## src/rtl/fft_deserializer.sv

```systemverilog
// fft_deserializer: packs 32-sample frames into 8-row x 4-lane bursts via a ping-pong buffer; FFT_DESER_SOF_EN adds the i_sof resync port
module fft_deserializer #(
  parameter int NB_DATA = 12
) (
  input  logic                 i_clk,
  input  logic                 i_rst,
  input  logic                 i_enable,
  input  logic                 i_valid,
  input  logic [2*NB_DATA-1:0] i_din,
`ifdef FFT_DESER_SOF_EN
  input  logic                 i_sof,
`endif
  output logic [2*NB_DATA-1:0] o_dout_ch0,
  output logic [2*NB_DATA-1:0] o_dout_ch1,
  output logic [2*NB_DATA-1:0] o_dout_ch2,
  output logic [2*NB_DATA-1:0] o_dout_ch3,
  output logic                 o_valid
);
  localparam logic [0:0] IDLE = 1'b0, BURST = 1'b1;
  logic [2*NB_DATA-1:0] mem [64];
  logic [2*NB_DATA-1:0] dout_q [4], dout_d [4];
  logic [4:0] k_q, k_d, wr_k;
  logic [3:0] row_q, row_d;
  logic [2:0] rd_row;
  logic [0:0] state_q, state_d;
  logic wb_q, wb_d, fr_q, fr_d, frb_q, frb_d, rb_q, rb_d, valid_q, valid_d;
  logic acc, sof, ld, rbank;
`ifdef FFT_DESER_SOF_EN
  assign sof = i_sof;
`else
  assign sof = 1'b0;
`endif
  always_comb begin
    acc = i_valid && i_enable;
    wr_k = sof ? 5'd0 : k_q;
    k_d = acc ? wr_k + 5'd1 : k_q;
    fr_d = acc && !sof && k_q == 5'd31;
    wb_d = wb_q ^ fr_d;
    frb_d = wb_q;
    ld = state_q == IDLE ? fr_q : row_q != 4'd8;
    rbank = state_q == IDLE ? frb_q : rb_q;
    rd_row = state_q == IDLE ? 3'd0 : row_q[2:0];
    rb_d = rbank;
    row_d = state_q == IDLE ? 4'd1 : row_q + 4'd1;
    state_d = ld ? BURST : IDLE;
    valid_d = ld;
    for (int c = 0; c < 4; c++) dout_d[c] = ld ? mem[{rbank, rd_row, 2'(c)}] : '0;
  end
  // buffer contents are never reset; only control and output state is
  always_ff @(posedge i_clk)
    if (acc) mem[{wb_q, wr_k}] <= i_din;
  always_ff @(posedge i_clk or posedge i_rst)
    if (i_rst) begin
      k_q <= '0;
      wb_q <= 1'b0;
      fr_q <= 1'b0;
      frb_q <= 1'b0;
      rb_q <= 1'b0;
      row_q <= '0;
      state_q <= IDLE;
      valid_q <= 1'b0;
      dout_q <= '{default: '0};
    end else begin
      k_q <= k_d;
      wb_q <= wb_d;
      fr_q <= fr_d;
      frb_q <= frb_d;
      rb_q <= rb_d;
      row_q <= row_d;
      state_q <= state_d;
      valid_q <= valid_d;
      dout_q <= dout_d;
    end
  assign o_dout_ch0 = dout_q[0];
  assign o_dout_ch1 = dout_q[1];
  assign o_dout_ch2 = dout_q[2];
  assign o_dout_ch3 = dout_q[3];
  assign o_valid = valid_q;
endmodule

```

## config.mk

```make
export PLATFORM = sky130hd
export DESIGN_NAME = fft_deserializer
export DESIGN_NICKNAME = d
export VERILOG_FILES = /design/src/rtl/fft_deserializer.sv
export SDC_FILE = /design/constraint.sdc
export NUM_CORES = 2
export LEC_CHECK = 0
export CAP_MARGIN = 40
export CORE_AREA = 2 2 477 479
export DETAILED_ROUTE_END_ITERATION = 10
export DIE_AREA = 0 0 479 481
export GPL_TIMING_DRIVEN = 0
export SETUP_SLACK_MARGIN = 0.4
export SLEW_MARGIN = 20
export SYNTH_ARGS = -nofsm -noshare
export SYNTH_HDL_FRONTEND = slang
export SYNTH_SLANG_ARGS = --single-unit
```

## constraint.sdc

```tcl
create_clock -name i_clk -period 5.95 [get_ports i_clk]
set_clock_uncertainty 0.15 [all_clocks]
set_input_delay 1.19 -clock i_clk [delete_from_list [all_inputs] [get_ports i_clk]]
set_output_delay 1.19 -clock i_clk [all_outputs]
set_load 0.01 [all_outputs]
```

==> summary.txt <==
Clock network
  • Clock-pin transition on the worst setup and hold timing paths: approximately 0.06 ns
  • TritonCTS buffer count: approximately 160
  • Root Driver: sky130_fd_sc_hd__clkbuf_16
  • Clock tree from TritonCTS: done
  • Worst-skew pair later-pin latency: approximately 0.8 ns
  • Total of cells resized after clock tree synthesis: 0
  • Sink Count: between 1500 and 2000
  • Buffer levels on the longest clock path: 3
  • Hold-fix buffers at CTS: 0
  • Htree depth: 4
  • Buffers inserted during post-CTS setup optimization: 0

Setup path
  • Maximum fanout along the worst path: 10
  • Critical path cell sequence: buf_2 > buf_2 > clkbuf_1 > inv_1 > ha_1 > a41oi_1 > nand2_1 > buf_2 > clkbuf_1 > o22ai_1
  • Worst-path cell with the longest stage delay: sky130_fd_sc_hd__nand2_1
  • Most used cell, CP: sky130_fd_sc_hd__buf_2
  • Endpoint required time on the critical path: roughly 6.4 ns
  • Element type at the critical path end: flop
  • Number of buffers and inverters on the critical path: 6
  • Worst reg-to-reg setup slack: 0.56 ns
  • Worst endpoint data arrival time: just under 6 ns
  • Top cell family by delay on the critical path: buffers and inverters
  • CP peak stage delay: about 0.65 ns
  • Startpoint kind of the worst setup timing path: flop
  • Crit Path Category: reg2reg

Outcome
  • Result of the run: completed

Yosys
  • Post-synthesis share of cell area spent on full adders, half adders and majority gates: 0.0007712
  • Simple-Gate Fraction of Synth Area: 0.04728
  • Primary FF master, synth: sky130_fd_sc_hd__edfxtp_1
  • Count of mapped cells out of synthesis: 3456
  • Mapped cell area: about 0.065 mm²
  • Synth Warn #: 0
  • Multiplexer area fraction after synthesis: 0.1151
  • Number of enable flip-flop cells after synthesis: between 1500 and 2000
  • Post-Syn Nets: between 3000 and 4000
  • Number of synthesized register bits: around 1600
  • Count of distinct cell types in the synthesized netlist: 41
  • Synthesized area divided by synthesized cell count: between 15 and 20 µm²
  • Complex-gate fraction of the synthesized area: 0.06349
  • Share of the yosys chip area belonging to registers: 0.7532
  • Synth Area in XOR/XNOR: 0.0008098
  • Async SR Flop Fraction: 0.06683
  • Combinational family with the most area after synthesis: multiplexers

Route
  • Vias: 35304
  • Wire per inst: approximately 26 µm
  • Total detailed-routing wirelength: roughly 180000 µm
  • DRC marker count from the first detailed-route iteration: between 3000 and 4000
  • # DRC: 0
  • DRT antenna net count: 0
  • Pre-antenna DRT Iters: 6
  • Number of vias per cell: approximately 5.0

Final layout
  • Final core utilization: 0.3441
  • Final design instance area without fill: between 0.07 and 0.08 mm²
  • Finished Layout Cells: roughly 7000
  • Layout cells sized above 1: 0.2818
  • Net count, final: 3874
  • Growth of design area from synthesis to finish: 19.69%

Pwr
  • Peak supply drop: around 360 µV
  • Total Power Consumption: 28.77 mW
  • Standby leakage power: 23.83 nW
  • Power density cells: roughly 370 mW/mm²

Run
  • Max-cap violations: 0

Global routing
  • Pin count of the biggest net entering global routing: 76
  • Global-route wire length before repair: about 260000 µm
  • Number of global-route vias before repair: ~35000
  • Global-route usage over all layers: 0.1532
  • Total global routing overflow: 0
  • Antenna violations before repair: 16

Timing
  • RSZ-0062 raised after global routing: no
  • Final setup violating endpoints: 0
  • Max-slew headroom: 0.3982
  • Final max-slew violation count: 0
  • Transition time at the pin with the least slew margin: roughly 0.9 ns
  • Total negative setup slack: 0 ns
  • Share of the clock period used by the worst path: 0.9051
  • Count of final hold-check violations: 0
  • Time the worst path needs with I/O delays and setup: roughly 5.4 ns
  • Highest Clock Rate: 185.7 MHz

Place
  • Half-perimeter wire length after placement: roughly 120000 µm
  • Routability congestion estimate from global placement: 0.8110
  • Number of buffers inserted by port buffering: roughly 120
  • Count of placed standard cells including taps: about 6700
  • Cell area after placement: roughly 0.072 mm²

Min path
  • Worst min path class: reg2reg

Floorplan
  • Height of the die: between 400 and 500 µm
  • Core region area: approximately 0.23 mm²
  • Standard-cell rows: around 180
  • Total die area: ~0.23 mm²
  • Initial Util: 0.2875
  • Die boundary width: 479 µm
  • Ports: 125
state kept, by name (all words and copies together) (netlist names):
| name | flops |
|---|---|
| fr_q | 1 |
| frb_d | 1 |
| frb_q | 1 |
| k_q | 5 |
| mem | 1536 |
| o_dout_ch0 | 24 |
| o_dout_ch1 | 24 |
| o_dout_ch2 | 24 |
| o_dout_ch3 | 24 |
| rb_q | 1 |
| row_q | 4 |
| state_q | 1 |
path summary, 6_finish.rpt:
path | from | to | depth (start not counted)
max in group asynchronous | i_rst | o_dout_ch1[7] | 3
max | row_q[1] | o_dout_ch3[12] | 10
min reg2reg | frb_d | frb_q | 0
max reg2reg | row_q[1] | o_dout_ch3[12] | 10
min | frb_d | frb_q | 0
min in group asynchronous | i_rst | o_dout_ch3[16] | 2
cells in the final DEF (no fill, tap or decap), drive strengths merged, types with 96 or more instances in the layout:
cell,instances
mux2i,97
nand3b,194
o221ai,190
a21oi,190
dfrtp,110
o22a,96
mux2,192
or2,190
clkbuf,331
mux4,192
buf,268
edfxtp,1536
clkdlybuf4s50,100
layout make-up:
type / instances / area [µm²]
clock buffer: 229 / 4617
clock inverter: 73 / 621.8
tap: 3009 / 3765
sequential: 1646 / 48880
buffer: 250 / 1235
inverter: 7 / 33.78
fill: 20986 / 148100
timing repair buffer: 220 / 3272
multi-input combinational: 1553 / 15240
antenna: 4 / 10.01
cell families (layout without fill, tap and decap cells):
logic type      count (synthesis)  in the layout
simple gates                  482            482
fa+ha+maj                       4              4
buf+inv                       257            779
other cells                     0              4
mux                           481            481
compound gates                580            580
xor+xnor                        6              6
flops                        1646           1646
layer usage:
layer  share of wire  track usage
met1            0.44       0.2165
met2            0.46       0.2399
met3           0.073      0.02835
met4           0.027      0.04565
met5         0.00014            0
report_power, final:
part / switching, mW / internal [mW] / total (mW) / leakage [nW]
Clock: 4.34 / 5.85 / 10.2 / 2.57
Combinational: 3.37 / 2.17 / 5.54 / 5.93
Sequential: 0.104 / 12.9 / 13.0 / 15.3
per-stage QoR:
stage	hold WS, ns	setup WS [ns]
floorplan	0.2019	1.708
global placement	0.2104	-1.200
detailed placement	0.2246	0.8726
CTS	0.2387	0.8457
global route	0.2500	0.6982
finish	0.2409	0.5646
synth_stat cells, types with 2 or more instances:
cell | n | area share
sky130_fd_sc_hd__nand3_1 | 6 | 0.00046
sky130_fd_sc_hd__dfrtp_1 | 110 | 0.042
sky130_fd_sc_hd__nand3b_1 | 194 | 0.022
sky130_fd_sc_hd__buf_4 | 10 | 0.0012
sky130_fd_sc_hd__or2_2 | 190 | 0.018
sky130_fd_sc_hd__buf_1 | 25 | 0.0014
sky130_fd_sc_hd__nand2_1 | 8 | 0.00046
sky130_fd_sc_hd__o22a_1 | 96 | 0.013
sky130_fd_sc_hd__and3_1 | 3 | 0.00029
sky130_fd_sc_hd__nand4_1 | 2 | 0.00019
sky130_fd_sc_hd__o32a_1 | 2 | 0.00031
sky130_fd_sc_hd__o21ai_0 | 2 | 0.00015
sky130_fd_sc_hd__inv_1 | 6 | 0.00035
sky130_fd_sc_hd__buf_2 | 95 | 0.0073
sky130_fd_sc_hd__mux2i_1 | 96 | 0.015
sky130_fd_sc_hd__o221ai_1 | 190 | 0.026
sky130_fd_sc_hd__ha_1 | 4 | 0.00077
sky130_fd_sc_hd__nor2_1 | 68 | 0.0039
sky130_fd_sc_hd__a21oi_1 | 190 | 0.015
sky130_fd_sc_hd__clkbuf_1 | 102 | 0.0059
sky130_fd_sc_hd__o22ai_1 | 95 | 0.0092
sky130_fd_sc_hd__xnor2_1 | 4 | 0.00054
sky130_fd_sc_hd__xor2_1 | 2 | 0.00027
sky130_fd_sc_hd__buf_6 | 18 | 0.0031
sky130_fd_sc_hd__edfxtp_1 | 1536 | 0.71
sky130_fd_sc_hd__and2_1 | 3 | 0.00029
sky130_fd_sc_hd__nor2b_1 | 3 | 0.00029
sky130_fd_sc_hd__mux2_2 | 192 | 0.033
sky130_fd_sc_hd__mux4_2 | 192 | 0.067
Power figures use the tool's default switching activity.
